===== src/rtl/fetch_sequencer.sv =====
// rtl/fetch_sequencer.sv - instruction fetch / next-pc control sequencer for the single-issue CPU
module fetch_sequencer #(
    parameter int RESET_HALT = 0
) (
    input  logic        clk,
    input  logic        rst,
    input  logic        halt,
    input  logic [31:0] pc,
    output logic        pc_we,
    output logic [2:0]  pc_control,
    output logic [25:0] jmp_addr,
    output logic [15:0] branch_offset,
    output logic [31:0] reg_addr,
    output logic        imem_req,
    output logic [31:0] imem_addr,
    input  logic        imem_ready,
    input  logic [31:0] imem_rdata,
    output logic [4:0]  rf_raddr1,
    output logic [4:0]  rf_raddr2,
    input  logic [31:0] rf_rdata1,
    input  logic [31:0] rf_rdata2,
    output logic        instr_valid,
    input  logic        instr_ready,
    output logic [31:0] instr,
    output logic [31:0] instr_pc,
    output logic [31:0] retire_count
);

    typedef enum logic [2:0] {
        IDLE,
        FETCH,
        OPERAND,
        ISSUE,
        SETTLE
    } state_t;

    localparam logic [2:0] CTL_SEQ    = 3'b000;
    localparam logic [2:0] CTL_JUMP   = 3'b001;
    localparam logic [2:0] CTL_REG    = 3'b010;
    localparam logic [2:0] CTL_BRANCH = 3'b011;

    localparam logic [5:0] OP_SPECIAL = 6'b000000;
    localparam logic [5:0] OP_J       = 6'b000010;
    localparam logic [5:0] OP_JAL     = 6'b000011;
    localparam logic [5:0] OP_BEQ     = 6'b000100;
    localparam logic [5:0] OP_BNE     = 6'b000101;
    localparam logic [5:0] FN_JR      = 6'b001000;
    localparam logic [5:0] FN_JALR    = 6'b001001;

    state_t      state;
    state_t      state_next;
    logic [31:0] ir;
    logic [31:0] instr_pc_q;
    logic [31:0] retire_q;
    logic        boot_hold;
    logic        handshake;
    logic [5:0]  opcode;
    logic [5:0]  funct;

    assign opcode        = ir[31:26];
    assign funct         = ir[5:0];
    assign instr_valid   = (state == ISSUE);
    assign handshake     = instr_valid && instr_ready;
    assign pc_we         = handshake;
    assign imem_req      = (state == FETCH);
    assign imem_addr     = pc;
    assign rf_raddr1     = ir[25:21];
    assign rf_raddr2     = ir[20:16];
    assign instr         = ir;
    assign instr_pc      = instr_pc_q;
    assign jmp_addr      = ir[25:0];
    assign branch_offset = ir[15:0];
    assign retire_count  = retire_q;

    // With RESET_HALT set, leaving IDLE after reset needs halt to be raised and then released.
    always_ff @(posedge clk or posedge rst) begin
        if (rst) begin
            state      <= IDLE;
            ir         <= 32'd0;
            instr_pc_q <= 32'd0;
            retire_q   <= 32'd0;
            boot_hold  <= (RESET_HALT != 0);
        end else begin
            state <= state_next;
            if (state == FETCH && imem_ready) begin
                ir         <= imem_rdata;
                instr_pc_q <= pc;
            end
            if (handshake) begin
                retire_q <= retire_q + 32'd1;
            end
            if (halt) begin
                boot_hold <= 1'b0;
            end
        end
    end

    // SETTLE gives the program counter one cycle after pc_we before the next fetch reads it.
    always_comb begin
        state_next = state;
        case (state)
            IDLE:    if (!halt && !boot_hold) state_next = FETCH;
            FETCH:   if (imem_ready) state_next = OPERAND;
            OPERAND: state_next = ISSUE;
            ISSUE:   if (handshake) state_next = halt ? IDLE : SETTLE;
            SETTLE:  state_next = halt ? IDLE : FETCH;
            default: state_next = IDLE;
        endcase
    end

    // Register data is valid throughout ISSUE because the read addresses come from ir.
    always_comb begin
        pc_control = CTL_SEQ;
        reg_addr   = 32'd0;
        if (state == ISSUE) begin
            case (opcode)
                OP_J, OP_JAL: pc_control = CTL_JUMP;
                OP_SPECIAL: begin
                    if (funct == FN_JR || funct == FN_JALR) begin
                        pc_control = CTL_REG;
                        reg_addr   = rf_rdata1;
                    end
                end
                OP_BEQ: if (rf_rdata1 == rf_rdata2) pc_control = CTL_BRANCH;
                OP_BNE: if (rf_rdata1 != rf_rdata2) pc_control = CTL_BRANCH;
                default: pc_control = CTL_SEQ;
            endcase
        end
    end

endmodule

===== config.mk =====
export PLATFORM = sky130hd
export DESIGN_NAME = fetch_sequencer
export DESIGN_NICKNAME = d
export VERILOG_FILES = /design/src/rtl/fetch_sequencer.sv
export SDC_FILE = /design/constraint.sdc
export NUM_CORES = 1
export LEC_CHECK = 0
export BUFFER_PORTS_ARGS = -buffer_cell sky130_fd_sc_hd__buf_4
export CAP_MARGIN = 0
export CORE_ASPECT_RATIO = 2
export CORE_MARGIN = 5
export CORE_UTILIZATION = 31
export DETAILED_ROUTE_END_ITERATION = 8
export GPL_TIMING_DRIVEN = 1
export PLACE_DENSITY = 0.63
export SLEW_MARGIN = 5
export SYNTH_ARGS = -nofsm -noshare
export SYNTH_HDL_FRONTEND = slang
export SYNTH_SLANG_ARGS = --single-unit
export TNS_END_PERCENT = 1

===== constraint.sdc =====
create_clock -name clk -period 4.5 [get_ports clk]
set_clock_uncertainty 0.1 [all_clocks]
set_input_delay 0.675 -clock clk [delete_from_list [all_inputs] [get_ports clk]]
set_output_delay 0.675 -clock clk [all_outputs]
set_load 0.05 [all_outputs]

Yosys cells after proc, flatten, opt, wreduce, memory -nomap -nowiden
Cells that the tools add are included.

cells by class
  multiplexer cells = 14
  reductions and logical operators = 8
  equality and inequality tests = 15
  add/sub/neg operators = 1

operators with widths
  kind                                                                     number
  32-bit 2-to-1 mux                                                        3
  32-bit by 1-bit adder with 32-bit output, second input constant          1
  32-bit equality test                                                     1
  32-bit inequality test                                                   1
  3-bit case mux with 5 select lines                                       1
  6-bit by 2-bit equality test with 1-bit output, second input constant    2
  6-bit by 3-bit equality test with 1-bit output, second input constant    2
  6-bit by 4-bit equality test with 1-bit output, second input constant    2
  3-bit 2-to-1 mux                                                         4
  2-bit 2-to-1 mux                                                         4
  2-bit case mux with 4 select lines                                       1
  3-bit by 2-bit equality test with 1-bit output, second input constant    2
  6-bit logical NOT                                                        1
  2-bit inequality test, second input constant                             2
  3-bit by 1-bit equality test with 1-bit output, second input constant    1
  3-bit equality test, second input constant                               1
  3-bit logical NOT                                                        1
  3-bit AND reduction                                                      1
  1-bit logical AND                                                        2
  2-bit by 1-bit inequality test with 1-bit output, second input constant  1
  2-bit OR reduction                                                       1
  1-bit logical NOT                                                        1
  1-bit logical OR                                                         1
  1-bit 2-to-1 mux                                                         1

word-level totals
  input port bits = 133
  bits in registers = 99
  output and inout port bits = 218
  word-level logic and storage cells = 42

Depth between registers and ports, before layout
  word-level depth = 5
  depth in mapped cells = 8
  gate-level depth less buffers = 6

Worst setup path before layout
No wires, ideal clock.

  path kind = input-to-output
  from = input rf_rdata2[29]
  to = output pc_control[0]
  stages = 6
  buffers on the path = 0
  slack = 1.540 ns
  required time = 3.725 ns
  data arrival time = 2.185 ns
  cell sequence = xor2_1 nor4_1 nand4_1 nor2_1 xnor2_1 o22ai_1

on the way
  longest elaborated chain between the ends = 4
  elaborated cells on any way between the ends = 6
  classes of those cells = eq/ne (2); mux (4)

ends and longest elaborated chain
  item                                                            line      RTL
  start: declaration                                              21        input logic [31:0] rf_rdata2,
  32-bit inequality test or 32-bit equality test (tied branches)  125, 124
  2-bit 2-to-1 mux, on equally long branches                      125, 124
  2-bit case mux with 4 select lines (*)                          116       case (opcode)
  2-bit 2-to-1 mux (*)                                            115       if (state == ISSUE) begin
  end: declaration                                                10        output logic [2:0] pc_control,

Every way passes the cells marked *; elsewhere a longest branch is shown, timed or not.

Worst setup path in the final report
  from = register state[2]
  to = output reg_addr[16]

on the way
  longest elaborated chain between the ends = 2

ends and longest elaborated chain
  item                                            line  RTL
  start: declaration                              50    state_t state;
  start signal: assignment                        84    state <= state_next;
  3-bit by 2-bit equality test with 1-bit output  115
  32-bit 2-to-1 mux                               115
  end: declaration                                13    output logic [31:0] reg_addr,

Every way passes these cells.

==> qor.yml <==
worstHoldPathCells: 1
top_usage_layer: "met2"
grt_use_met1_pct: 17.9
syn_inst: 449
die_h_um: 194
critical_path_arrival_ns: 2.76
holdBufCountCts: 0
power_leakage_nw: 3.94
fill_cells: 1605
critPathLaunchType: "flip-flop"
tightestPinTransition_ns: 0.877
dr_total_vias: 4219
grtUsageTotal_pct: 17.1
clock_path_buffers: 2
netlist_top_cells_area: "dfrtp_1 (47%), mux2_2 (14%), buf_4 (12%)"
route.detailed.drc: 0
antenna_found_initial: 3
ios: 351
portBuffers: 349
drive_above_1_share_pct: 61.7
critPathCaptureType: "output pin"
setup_viol: 0
yosys.area.top_type: "dfrtp_1"
place_worst_setup_slack_ns: 1.29
fin_crit_sh_pct: 78.5
fin_nets: 849
met3_usage_pct: 6.45
worstReg2RegEnd: "instr_pc[28]"
ys.flop_type: "dfrtp_1"
max_slew_margin_pct: 41.5
rsz0062_at_grt: "false"
synth_top_area_share_pct: 47.1
synth.avg_cell_area_um2: 11.7
fin_crit_ns: 3.53
grt_first_pass_wirelength_um: 25800
reg2regPathDepth: 4
rows: 67
multi_input_area_um2: 2060
synth_edf_count: 0
place_hpwl_um: 14800
core_um2: 16800
drt_wl_total_um: 17700
overflow: 0
instances_no_fill: 928
place.gp.congestion: 0.839
r2r_start: "state[1]"
drtIter0Drc: 77
fin_ws_ns: 0.968
grt_pass1_vias: 4503
slew_viol_final: 0
setup_tns_ns: 0
viasPerCell: 4.55
die_x_um: 102
dp_cells: 911
syn_to_final_growth_pct: 47.2
utilization_pct: 46.2
first_pass_iters: 4
hold_violations: 0
async_flop_share_pct: 100
yosys_register_bits: 99
wl_per_cell_um: 19.0
cts_setup_buffers: 0
syn_area_um2: 5260
hold_start: "retire_count[31]"
register_area_um2: 2480
ir_worst_vdd_uv: 408
yosysSeqAreaShare_pct: 47.1
whs_endpoint: "retire_count[31]"
cts_resized: 0
cp.required_ns: 3.72
outcome: "finished, final reports clean"
syn-num-nets: 583
ant_nets: 0
dieArea_um2: 19800
yosys_warnings: 0
power_density_nw_per_um2: 780
grt_max_degree: 70
clk_latency_ns: 0.34
path_class: "flip-flop to output pin"
cts_buffers: 9
critPathMaxFanout: 33
hp-class: "flip-flop to flip-flop"
synth.distinct_cells: 38
r2r_slack_ns: 2.05
clkSinkCount: 99
max_freq_mhz: 283
htree_num_levels: 3
cts_tree: "built"
grt_util_met2_pct: 30.0
start_util_pct: 31.4
clkTransAtPathRegs_ns: 0.07
drv_cap: 0
cts_root_buffer: "clkbuf_16"
area by class of cell:
type	count	area share, %
tap	207	3.35
antenna	1	0.0323
clock buffer	10	3.09
clock inverter	6	0.534
multi-input combinational	248	26.6
timing repair buffer	351	34.1
sequential	99	32.0
inverter	6	0.323
flip-flops by register name, indices dropped and copies added, names as in the netlist:
| signal | cells |
|---|---|
| state | 3 |
| instr | 32 |
| retire_count | 32 |
| instr_pc | 32 |
synthesized netlist by cell type, drive strengths merged, types with 2 or more instances:
library cell,count
xor2,43
nor4,10
mux2,65
nor2,18
nand3,12
nand3b,2
nand4,10
and3,4
dfrtp,99
buf,96
xnor2,21
nand2,14
and2,33
nor3,2
inv,6
metal layers:
metal  up-vias  share of wire (%)
met2       242                 52
met1      2003                 33
met4         4                3.1
met3        30                 11
li1       1940                  -
met5         -               0.23
worst max path at each step:
| stage | startpoint | end | slack [ns] | cells after the start |
|---|---|---|---|---|
| after floorplan | rst | instr[0] | 1.13 | 1 |
| after global placement | state[2] | reg_addr[16] | 1.36 | 6 |
| after detailed placement | state[2] | reg_addr[16] | 1.29 | 6 |
| after CTS | state[2] | reg_addr[16] | 0.89 | 6 |
| after global routing | state[2] | reg_addr[16] | 0.76 | 6 |
| final | state[2] | reg_addr[16] | 0.97 | 6 |
power breakdown:
group	leakage, nW	internal (W)	total, W	switching, W
clock	0.142	0.000390	0.000734	0.000343
sequential	1.22	0.00122	0.00152	0.000307
combinational	2.58	0.00116	0.00378	0.00262
total	3.94	0.00276	0.00604	0.00327
cells by family (layout without fill, tap and decap cells):
logic type                 after synthesis  in the layout  share of synthesized area, %
AOI/OAI and AO/OA                        5              5                         0.666
muxes                                   65             65                          13.9
buffers and inverters                  102            373                          13.9
DFF                                     99             99                          47.1
adders and majority gates                1              1                         0.238
and+or+nand+nor                        112            112                          13.3
other                                    1              2                        0.0713
xor gates and xnor gates                64             64                          10.8
cells in the final DEF, fill, tap and decap left out, types with 2 or more instances in the layout:
cell and count:
and2_1 33, nor2_1 15, clkinv_2 3, nand3_2 2, inv_1 5, nor4_1 9
mux2_2 65, nor2_4 3, xnor2_1 20, xor2_1 43, dfrtp_1 99, nor3_1 2
and3_1 4, nand2_1 13, clkbuf_16 9, nand3_1 10, nand4_4 2, buf_4 351
clkinv_4 3, nand3b_1 2, nand4_1 7
worst max-delay path, stage by stage, from the launching register on:
cell and delay (ns):
dfrtp_1 0.46, nand3b_1 0.21, or4_1 0.45, nor2_1 0.15, and3_1 0.70, and2_1 0.24, buf_4 0.20
per-stage QoR:
step	total power (W)	instance area, µm²	hold WS, ns
2_1_floorplan	0.00443	5260	0.367
3_3_place_gp	0.00532	7460	0.372
3_5_place_dp	0.00536	7460	0.368
4_1_cts	0.00612	7740	0.367
5_1_grt	0.00629	7740	0.372
6_report	0.00604	7740	0.379
Note: power is estimated with default switching activity, not from simulation.
